==> src/rtl/btn_pulse_gen_if.sv <==
// Push-button event bus: raw button level in, debounced level and one-cycle event pulses out.
// "release" is a reserved word in SystemVerilog, so the release pulse is carried as rel.
`timescale 1ns/1ps
interface btn_pulse_gen_if;
    logic btn;
    logic btn_db;
    logic press;
    logic long_press;
    logic rep;
    logic rel;

    modport master (
        output btn,
        input  btn_db, press, long_press, rep, rel
    );

    modport slave (
        input  btn,
        output btn_db, press, long_press, rep, rel
    );
endinterface

==> src/rtl/btn_pulse_gen.sv <==
// Debounces a raw push button and emits registered one-cycle press / long-press /
// auto-repeat / release pulses plus a clean debounced level.
//   state      | meaning
//   S_IDLE     | button released and debounced
//   S_DB_PRESS | rising level seen, debouncing the press
//   S_HELD     | press accepted, timing toward long press
//   S_LONG     | long press issued, auto-repeat running
//   S_DB_REL   | falling level seen, debouncing the release
`timescale 1ns/1ps
module btn_pulse_gen #(
    parameter logic [25:0] T_DB   = 26'h0F4_240,
    parameter logic [25:0] T_LONG = 26'h2FA_F080,
    parameter logic [25:0] T_REP  = 26'h098_9680
) (
    input  logic           clk,
    input  logic           rst,
    btn_pulse_gen_if.slave bus
);
    localparam logic [2:0] S_IDLE     = 3'd0;
    localparam logic [2:0] S_DB_PRESS = 3'd1;
    localparam logic [2:0] S_HELD     = 3'd2;
    localparam logic [2:0] S_LONG     = 3'd3;
    localparam logic [2:0] S_DB_REL   = 3'd4;

    logic [2:0]  state;
    logic        s1;
    logic        btn_s;
    logic [25:0] db_cnt;
    logic [25:0] hold_cnt;
    logic [25:0] rep_cnt;
    logic        long_f;
    logic        btn_db_q;
    logic        press_q;
    logic        long_press_q;
    logic        rep_q;
    logic        rel_q;

    assign bus.btn_db     = btn_db_q;
    assign bus.press      = press_q;
    assign bus.long_press = long_press_q;
    assign bus.rep        = rep_q;
    assign bus.rel        = rel_q;

    always_ff @(posedge clk or posedge rst) begin
        if (rst) begin
            state        <= S_IDLE;
            s1           <= 1'b0;
            btn_s        <= 1'b0;
            db_cnt       <= '0;
            hold_cnt     <= '0;
            rep_cnt      <= '0;
            long_f       <= 1'b0;
            btn_db_q     <= 1'b0;
            press_q      <= 1'b0;
            long_press_q <= 1'b0;
            rep_q        <= 1'b0;
            rel_q        <= 1'b0;
        end else begin
            s1           <= bus.btn;
            btn_s        <= s1;
            press_q      <= 1'b0;
            long_press_q <= 1'b0;
            rep_q        <= 1'b0;
            rel_q        <= 1'b0;

            case (state)
                S_IDLE: begin
                    if (btn_s) begin
                        state  <= S_DB_PRESS;
                        db_cnt <= T_DB - 26'd1;
                    end
                end
                S_DB_PRESS: begin
                    if (!btn_s) begin
                        state <= S_IDLE;
                    end else if (db_cnt == '0) begin
                        state    <= S_HELD;
                        press_q  <= 1'b1;
                        btn_db_q <= 1'b1;
                        hold_cnt <= T_LONG - 26'd1;
                        long_f   <= 1'b0;
                    end else begin
                        db_cnt <= db_cnt - 26'd1;
                    end
                end
                S_HELD: begin
                    if (!btn_s) begin
                        state  <= S_DB_REL;
                        db_cnt <= T_DB - 26'd1;
                    end else if (hold_cnt == '0) begin
                        state        <= S_LONG;
                        long_press_q <= 1'b1;
                        rep_cnt      <= T_REP - 26'd1;
                        long_f       <= 1'b1;
                    end else begin
                        hold_cnt <= hold_cnt - 26'd1;
                    end
                end
                S_LONG: begin
                    if (!btn_s) begin
                        state  <= S_DB_REL;
                        db_cnt <= T_DB - 26'd1;
                    end else if (rep_cnt == '0) begin
                        rep_q   <= 1'b1;
                        rep_cnt <= T_REP - 26'd1;
                    end else begin
                        rep_cnt <= rep_cnt - 26'd1;
                    end
                end
                S_DB_REL: begin
                    // hold_cnt/rep_cnt stay frozen so a release bounce resumes the old cadence
                    if (btn_s) begin
                        state <= long_f ? S_LONG : S_HELD;
                    end else if (db_cnt == '0) begin
                        state    <= S_IDLE;
                        rel_q    <= 1'b1;
                        btn_db_q <= 1'b0;
                    end else begin
                        db_cnt <= db_cnt - 26'd1;
                    end
                end
                default: state <= S_IDLE;
            endcase
        end
    end
endmodule

==> src/flat_wrapper.sv <==
// flat-port wrapper written by rule: the top's interface ports become plain ports
module btn_pulse_gen_flat 
#(
    parameter logic [25:0] T_DB   = 26'h0F4_240,
    parameter logic [25:0] T_LONG = 26'h2FA_F080,
    parameter logic [25:0] T_REP  = 26'h098_9680
)
  (clk, rst, bus_btn, bus_btn_db, bus_press, bus_long_press, bus_rep, bus_rel);
  btn_pulse_gen_if bus_i ();
  input  logic clk;
  input  logic rst;
  input wire logic [$bits(bus_i.btn)-1:0] bus_btn;
  output wire logic [$bits(bus_i.btn_db)-1:0] bus_btn_db;
  output wire logic [$bits(bus_i.press)-1:0] bus_press;
  output wire logic [$bits(bus_i.long_press)-1:0] bus_long_press;
  output wire logic [$bits(bus_i.rep)-1:0] bus_rep;
  output wire logic [$bits(bus_i.rel)-1:0] bus_rel;
  assign bus_i.btn = bus_btn;
  assign bus_btn_db = bus_i.btn_db;
  assign bus_press = bus_i.press;
  assign bus_long_press = bus_i.long_press;
  assign bus_rep = bus_i.rep;
  assign bus_rel = bus_i.rel;
  btn_pulse_gen #(.T_DB(T_DB), .T_LONG(T_LONG), .T_REP(T_REP)) u_core (.clk(clk), .rst(rst), .bus(bus_i));
endmodule
==> config.mk <==
export PLATFORM = sky130hd
export DESIGN_NAME = btn_pulse_gen_flat
export DESIGN_NICKNAME = d
export VERILOG_FILES = /design/src/rtl/btn_pulse_gen_if.sv /design/src/rtl/btn_pulse_gen.sv /design/src/flat_wrapper.sv
export SDC_FILE = /design/constraint.sdc
export NUM_CORES = 1
export LEC_CHECK = 0
export CAP_MARGIN = 25
export CORE_UTILIZATION = 56
export DETAILED_ROUTE_END_ITERATION = 16
export PLACE_DENSITY = 0.76
export SYNTH_ARGS = -nofsm -noshare
export SYNTH_HDL_FRONTEND = slang
export SYNTH_SLANG_ARGS = --single-unit
==> constraint.sdc <==
create_clock -name clk -period 2.9 [get_ports clk]
set_input_delay 0.435 -clock clk [delete_from_list [all_inputs] [get_ports clk]]
set_output_delay 0.435 -clock clk [all_outputs]
set_load 0.02 [all_outputs]
# Word-level counts from Yosys, hierarchy flattened
# Cells that the tools add are included.
[totals]
reg_bits = 89
inputBits = 3
output_inout_bits = 5
wordCells = 94
[classes]
add_sub_neg = 3
eq_ne = 18
muxes = 46
n_reduce_logical = 15
[ops]
columns = ["operator", "n"]
rows = [
  ["$mux W26", 13],
  ["$pmux W26 S2", 2],
  ["$pmux W26 S4", 1],
  ["$logic_not A26 Y1", 3],
  ["$sub A26 B1 Y26 const B", 3],
  ["$reduce_and A5 Y1", 5],
  ["$mux W3", 8],
  ["$mux W1", 19],
  ["$pmux W3 S5", 1],
  ["$ne A2 B1 Y1 const B", 7],
  ["$ne A2 B2 Y1 const B", 4],
  ["$eq A3 B2 Y1 const B", 2],
  ["$ne A3 B3 Y1 const B", 2],
  ["$reduce_bool A2 Y1", 3],
  ["$pmux W1 S2", 2],
  ["$reduce_and A4 Y1", 1],
  ["$reduce_bool A4 Y1", 1],
  ["$eq A3 B1 Y1 const B", 1],
  ["$eq A3 B3 Y1 const B", 1],
  ["$logic_not A3 Y1", 1],
  ["$ne A3 B1 Y1 const B", 1],
  ["$reduce_or A2 Y1", 1],
]

# Longest topological paths before layout
# Gate-level depths: netlist (run 1).
[logic_depth]
depth_word = 4
depth_mapped = 9
depth_no_buf = 8

# Least setup slack after synthesis (run 1)
# Ideal clock, no wire load.
[synth_path]
kind = "reg-to-reg"
startpoint = "reg u_core.rep_cnt[0]"
endpoint = "reg u_core.rep_cnt[13]"
setup_time_ns = 0.137
arrival_time_ns = 2.488
required_time_ns = 2.763
slack_ns = 0.275
stages_incl_launch_ff = 9
n_path_buf = 0
period_less_slack_ns = 2.625
cell_sequence = "dfrtp_1 inv_1 ha_1 or4b_1 or3_1 nor4_1 nand2_1 o21ai_1 nor2_1"
[synth_via]
elab_chain_cells = 4
elab_cells_between_ends = 5
[synth_lines]
columns = ["item", "line_no", "text"]
rows = [
  ["start: declaration", "btn_pulse_gen.sv:30", "logic [25:0] rep_cnt;"],
  ["start signal: assignment", "btn_pulse_gen.sv:93", "rep_cnt <= T_REP - 26'd1;"],
  ["start signal: assignment", "btn_pulse_gen.sv:105", "rep_cnt <= T_REP - 26'd1;"],
  ["start signal: assignment", "btn_pulse_gen.sv:107", "rep_cnt <= rep_cnt - 26'd1;"],
  ["$sub A26 B1 Y26 or $logic_not A26 Y1 (tied branches)", "btn_pulse_gen.sv:107, btn_pulse_gen.sv:103", ""],
  ["$mux W26 (*)", "btn_pulse_gen.sv:103", "end else if (rep_cnt == '0) begin"],
  ["$mux W26 (*)", "btn_pulse_gen.sv:100", "if (!btn_s) begin"],
  ["$pmux W26 S2 (*)", "btn_pulse_gen.sv:66", "case (state)"],
]
# Every way passes the cells marked *; elsewhere a longest branch is shown, timed or not. The select of a mux whose other input is x is not followed.
# A chain may end at the register's enable or synchronous reset.

# Worst setup path in the final report (run 1)
[layout_path]
startpoint = "reg u_core.hold_cnt[20]"
endpoint = "reg u_core.hold_cnt[5]"
[layout_via]
elab_chain_cells = 3
[layout_lines]
columns = ["item", "line_no", "text"]
rows = [
  ["start: declaration", "btn_pulse_gen.sv:29", "logic [25:0] hold_cnt;"],
  ["start signal: assignment", "btn_pulse_gen.sv:80", "hold_cnt <= T_LONG - 26'd1;"],
  ["start signal: assignment", "btn_pulse_gen.sv:96", "hold_cnt <= hold_cnt - 26'd1;"],
  ["$logic_not A26 Y1", "btn_pulse_gen.sv:90", "end else if (hold_cnt == '0) begin"],
  ["$ne A2 B2 Y1 (no line)", "n/a", ""],
  ["$reduce_and A5 Y1 (no line)", "n/a", ""],
]
# Every way passes these cells.

==> results.yml, run 1 <==
sta:
  rsz0062_at_grt: "no"
  hold_violations: 0
  fin_crit_sh_pct: 96.8
  setup_tns_ns: 0
  fin_crit_ns: 2.81
  whs_ns: 0.359
  max_freq_mhz: 356
  setup_viol: 0
  relSlewSlack_pct: 40.3
  drv_slew: 0
  tightest_slew_ns: 0.892
  final.setup_skew_ns: 0.0146
placement:
  dpl_cell_area_um2: 4970
  numPortBuffers: 7
  place.gp.congestion: 0.887
  dp_hpwl_mm: 7.12
floorplan:
  start_util_pct: 57.5
  die_area_um2: 8770
  core_area_um2: 8180
  io_pins: 8
  rows: 33
  die_width_um: 93.6
  die_h_um: 93.6
synth:
  synth_xor_area_share_pct: 10.1
  synth_area_leader_cell: "dfrtp_1"
  synth_edf_count: 0
  netlist_area_um2: 4700
  synthMuxAreaShare_pct: 0.213
  synthTopCellsByArea: "dfrtp_1 47%, xnor2_1 7.1%, nor2_1 4.9%, nand2_1 3.8%, nor4_1 3.1%"
  async_reset_ff_share_pct: 100
  synth_compound_area_share_pct: 10.6
  syn_area_per_cell_um2: 9.35
  synth_fa_ha_area_share_pct: 0.798
  netlist_instances: 503
  yosys.area.top_type_share_pct: 47.4
  syn_nets: 509
  ys_types: 58
  ys.warnings.count: 0
  seq_area_frac_synth_pct: 47.4
  ys.flop_type: "dfrtp_1"
  yosys_register_bits: 89
  synth_top_family_by_area: "simple AND/OR/NAND/NOR gates"
  synth-simple-area-share_pct: 28.1
pwr:
  power.leakage_uw: 0.00228
  p_total_uw: 2220
  ir_drop_uv: 303
  powerDensity_nw_per_um2: 428
detailed_routing:
  first_iter_violations: 201
  wl_mm: 10.2
  firstDrtPassIters: 5
  vias: 3847
  vias_per_cell: 6.10
  ant_nets: 0
  wire_per_inst_um: 16.2
  drc: 0
min_path:
  hp-class: "reg2reg"
  worstHoldStart: "u_core.s1"
critical_path:
  rr_startpoint: "u_core.hold_cnt[20]"
  required_ns: 3.15
  cp-end-kind: "register"
  cp-startpoint: "u_core.hold_cnt[20]"
  cp_max_fo: 12
  start_kind: "register"
  worstSetupPathType: "reg2reg"
  worstPathArrival_ns: 3.05
clocking:
  ctsResizeCount: 0
  clock_tree.root_cell: "clkbuf_8"
  cts_setup_buffers: 0
  cts_max_level: 3
  clockBufferDepth: 2
  clk_pin_slew_ns: 0.09
  cts_hold_buf: 0
  numClockSinks: 89
  cts_tree: "built"
  clock_latency_ns: 0.36
  cts_made_buffers: 9
cells_and_area:
  utilization_pct: 63.3
  syn_to_final_growth_pct: 10.1
  n_antenna_cell: 0
  design_area_um2: 5180
  layout_commonest_cell: "dfrtp_1"
  layout_common_cells: "89 x dfrtp_1, 62 x nor2_1, 48 x nand2_1"
  layout.nets: 527
  layout-drive-gt1-share_pct: 8.75
  fillCellCount: 661
global_route:
  overflow: 0
  grt_antenna_before_repair: 0
  grt_pass1_wl_mm: 17.4
  first_global_vias: 3715
  gr-usage-all-layers_pct: 25.6
  grt_max_degree: 39
outcome:
  status: "finished, final reports clean"
run:
  maxCapViolations: 0
## kinds of logic after synthesis
| kind of cell | count (synthesis) |
|---|---|
| AO/OA/AOI/OAI | 78 |
| XOR/XNOR | 54 |
| adder cells (fa/ha/maj) | 3 |
| buffers and inverters | 28 |
| flip-flops | 89 |
| multiplexers | 1 |
| AND/OR/NAND/NOR | 250 |
## cell type report
cell class | instances | area [um2] | share of cell area (%)
Sequential cell | 89 | 2230 | 43.0
Multi-Input combinational cell | 386 | 2350 | 45.3
Inverter | 10 | 38.8 | 0.749
Clock buffer | 11 | 141 | 2.73
Clock inverter | 5 | 62.6 | 1.21
Timing Repair Buffer | 25 | 230 | 4.45
Tap cell | 105 | 131 | 2.54
## through the flow
| stage | setup WS (ns) | std cells |
|---|---|---|
| 2_1_floorplan | 0.158 | 503 |
| 3_3_place_gp | 0.174 | 615 |
| 3_5_place_dp | 0.106 | 615 |
| 4_1_cts | 0.103 | 631 |
| 5_1_grt | 0.0118 | 631 |
| 6_report | 0.0914 | 631 |
## path summary, 6_finish.rpt
path / end / cells past startpoint / slack, ns
max in group asynchronous: u_core.hold_cnt[25] / 3 / 1.77
worst min-delay path: u_core.btn_s / 0 / 0.36
worst min register to register: u_core.btn_s / 0 / 0.36
worst max register to register: u_core.hold_cnt[5] / 6 / 0.09
worst max-delay path: u_core.hold_cnt[5] / 6 / 0.09
min in group asynchronous: u_core.hold_cnt[22] / 2 / 0.45
## cell usage after synthesis, drive strengths merged, types with 5 or more instances
cell type  number
a2111oi         5
a21oi          14
buf             7
clkbuf         11
dfrtp          89
inv            10
nand2          48
nand3          18
nand4          11
nor2           64
nor3           25
nor4           23
nor4b           6
o21ai          27
or3            16
or4            16
xnor2          38
xor2           16
## registers in the layout (all words and copies together) (netlist names), 3 cells and up
signal           flops
u_core.hold_cnt     26
u_core.state         3
u_core.rep_cnt      26
u_core.db_cnt       26
## report_power, final
| group | internal, uW | total [uW] | switching, uW | leakage [uW] |
|---|---|---|---|---|
| sequential | 1250 | 1260 | 11.5 | 0.00117 |
| clock | 428 | 879 | 450 | 0.0000966 |
| combinational | 22.2 | 78.1 | 55.9 | 0.00101 |
| total | 1700 | 2220 | 518 | 0.00228 |
## routing by layer
metal	vias to the layer above	track usage (%)	part of all wire, %
met1	1878	33.7	46
li1	1873	-	-
met2	84	42.8	49
met5	-	0	0
met3	12	3.58	3.3
met4	0	9.87	1.7
## critical path: stages, from the launching register on
cell and delay [ns]:
dfrtp_1 0.41, or4_4 0.56, or4b_4 0.54, or4_4 0.64
nand2_1 0.15, nor3_1 0.06, or3b_1 0.34
No activity file was read; power rests on OpenSTA's default activity.
==> run 2, diff against run 1 <==
--- a/config.mk
+++ b/config.mk
@@ -7,6 +7,7 @@
 export LEC_CHECK = 0
 export CAP_MARGIN = 25
 export CORE_UTILIZATION = 56
+export CTS_CLUSTER_SIZE = 8
 export DETAILED_ROUTE_END_ITERATION = 16
 export PLACE_DENSITY = 0.76
 export SYNTH_ARGS = -nofsm -noshare
==> results of run 2 <==
No change in the layout: final DEF, timing and power equal those of run 1.
==> run 3, diff against run 2 <==
--- a/config.mk
+++ b/config.mk
@@ -9,6 +9,7 @@
 export CORE_UTILIZATION = 56
 export CTS_CLUSTER_SIZE = 8
 export DETAILED_ROUTE_END_ITERATION = 16
+export GPL_TIMING_DRIVEN = 0
 export PLACE_DENSITY = 0.76
 export SYNTH_ARGS = -nofsm -noshare
 export SYNTH_HDL_FRONTEND = slang
==> results.yml, run 3 (synthesized netlist as in run 1, its figures left out) <==
pwr:
  ir_drop_uv: 233
  powerDensity_nw_per_um2: 464
  power.leakage_uw: 0.00231
clocking:
  cts_tree: "built"
  cts_max_level: 3
  clock_tree.root_cell: "clkbuf_8"
  clk_pin_slew_ns: 0.09
  clockBufferDepth: 2
  numClockSinks: 89
  clock_latency_ns: 0.37
  cts_made_buffers: 9
global_route:
  grt_pass1_wl_mm: 17.5
  grt_antenna_before_repair: 0
  first_global_vias: 3714
  overflow: 0
  grt_max_degree: 69
  gr-usage-all-layers_pct: 25.5
critical_path:
  required_ns: 3.15
  worst_r2r_endpoint: "u_core.hold_cnt[5]"
  crit_slowest_cell: "or4_4"
  rr_startpoint: "u_core.hold_cnt[19]"
  cp-end-kind: "register"
  cp_max_fo: 5
  cp_cell_sequence: "or4_4 -> or4b_4 -> or4_4 -> nand2_1 -> nor3_1 -> or3b_1"
  cpPeakStageDelay_ns: 0.57
  cp_top_family: "simple AND/OR/NAND/NOR gates"
  cp_common_cell: "or4_4"
  crit_buf_inv: 0
  reg2reg_setup_slack_ns: 0.11
  worstSetupPathType: "reg2reg"
  worstPathArrival_ns: 3.04
  start_kind: "register"
  r2r_cells: 6
detailed_routing:
  first_iter_violations: 237
  drc: 0
  highest_layer: "met4"
  wl_met2_mm: 4.92
  wl_met1_mm: 4.67
  vias: 3902
  firstDrtPassIters: 5
  route.met3.wl_um: 576
  vias_per_cell: 6.16
  wl_mm: 10.3
  wire_per_inst_um: 16.3
  ant_nets: 0
sta:
  hold_violations: 0
  tightest_slew_ns: 0.796
  rsz0062_at_grt: "yes"
  whs_ns: 0.354
  max_freq_mhz: 358
  drv_slew: 0
  worst_slack_ns: 0.110
  final.setup_skew_ns: 0.0101
  fin_crit_sh_pct: 96.2
  fin_crit_ns: 2.79
  relSlewSlack_pct: 46.2
  setup_viol: 0
floorplan:
  io_pins: 8
  die_h_um: 93.6
  core_area_um2: 8180
  die_width_um: 93.6
  start_util_pct: 57.5
  die_area_um2: 8770
  rows: 33
placement:
  place.gp.congestion: 0.900
  post-place-ws_ns: -0.348
  dp_hpwl_mm: 7.03
  dp.cells: 616
  numPortBuffers: 7
min_path:
  worstHoldStart: "u_core.s1"
  hold_depth: 0
  worstHoldEndpoint: "u_core.btn_s"
  hp-class: "reg2reg"
cells_and_area:
  syn_to_final_growth_pct: 12.7
  fin_cells: 633
  layout_commonest_cell: "dfrtp_1"
  seq_area_um2: 2230
  utilization_pct: 64.9
  n_antenna_cell: 0
  top_regs: "u_core.db_cnt (26), u_core.hold_cnt (26), u_core.rep_cnt (26)"
  layout_common_cells: "89 x dfrtp_1, 59 x nor2_1, 48 x nand2_1"
  fillCellCount: 662
  layout.nets: 529
  multi_input_area_um2: 2430
  layout-drive-gt1-share_pct: 9.09
run:
  maxCapViolations: 0
outcome:
  status: "finished, final reports clean"
==> run 3: cell count changes in the layout (fill, tap and decap cells not counted), sizes merged <==
cell      change
buf           -8
clkbuf        +8
bufinv        +3
clkinv        +2
clkinvlp      -2
inv           -1
==> run 3: metrics by stage <==
step	total power, uW	TNS (ns)	cell area (um2)
2_1_floorplan	1340	0	4700
3_3_place_gp	1360	-107.25	4900
3_5_place_dp	1360	-3.74	4930
4_1_cts	2470	0	5230
5_1_grt	2550	-0.00669	5300
6_report	2460	0	5300
==> run 3: layer usage <==
metal	up-vias	global-route usage, %
met3	18	4.55
met5	-	0
li1	1868	-
met4	0	9.10
met2	114	40.4
met1	1902	35.1
==> run 3: layout make-up <==
type / count / area share, %
sequential: 89 / 42.0
timing repair buffer: 9 / 1.98
clock buffer: 9 / 2.34
clock inverter: 7 / 2.69
tap: 105 / 2.48
inverter: 10 / 0.755
buffer: 18 / 1.98
multi-input combinational: 386 / 45.8
==> run 3: report_power, final <==
| part | switching, uW | leakage [uW] | internal, uW |
|---|---|---|---|
| logic | 60.0 | 0.00101 | 24.2 |
| registers | 9.22 | 0.00117 | 1250 |
| clock network | 458 | 0.000133 | 661 |
==> run 3: worst register-to-register path: stages, from the launching register on <==
cell,delay [ns]
dfrtp_1,0.42
or4_4,0.53
or4b_4,0.55
or4_4,0.58
nand2_1,0.17
nor3_1,0.07
or3b_1,0.35
==> run 3: timing repair <==
item | CTS | global route
pin swaps | 0 | 2
hold endpoints to repair | 0 | 0
buffers inserted | 0 | 1
endpoints found under the setup margin | 19 | 50
hold buffers | 0 | 0
resized for setup | 5 | 17
==> run 3: worst max path at each step <==
stage	end	from	cells past startpoint	slack, ns
detailed placement	u_core.rep_cnt[7]	u_core.rep_cnt[0]	8	-0.35
CTS	u_core.rep_cnt[4]	u_core.hold_cnt[20]	7	0.03
floorplan	u_core.btn_s	rst	1	0.16
global placement	u_core.rep_cnt[8]	rst	2	-1.18
finish	u_core.hold_cnt[5]	u_core.hold_cnt[19]	6	0.11
global route	u_core.rep_cnt[19]	u_core.hold_cnt[0]	9	-0.007
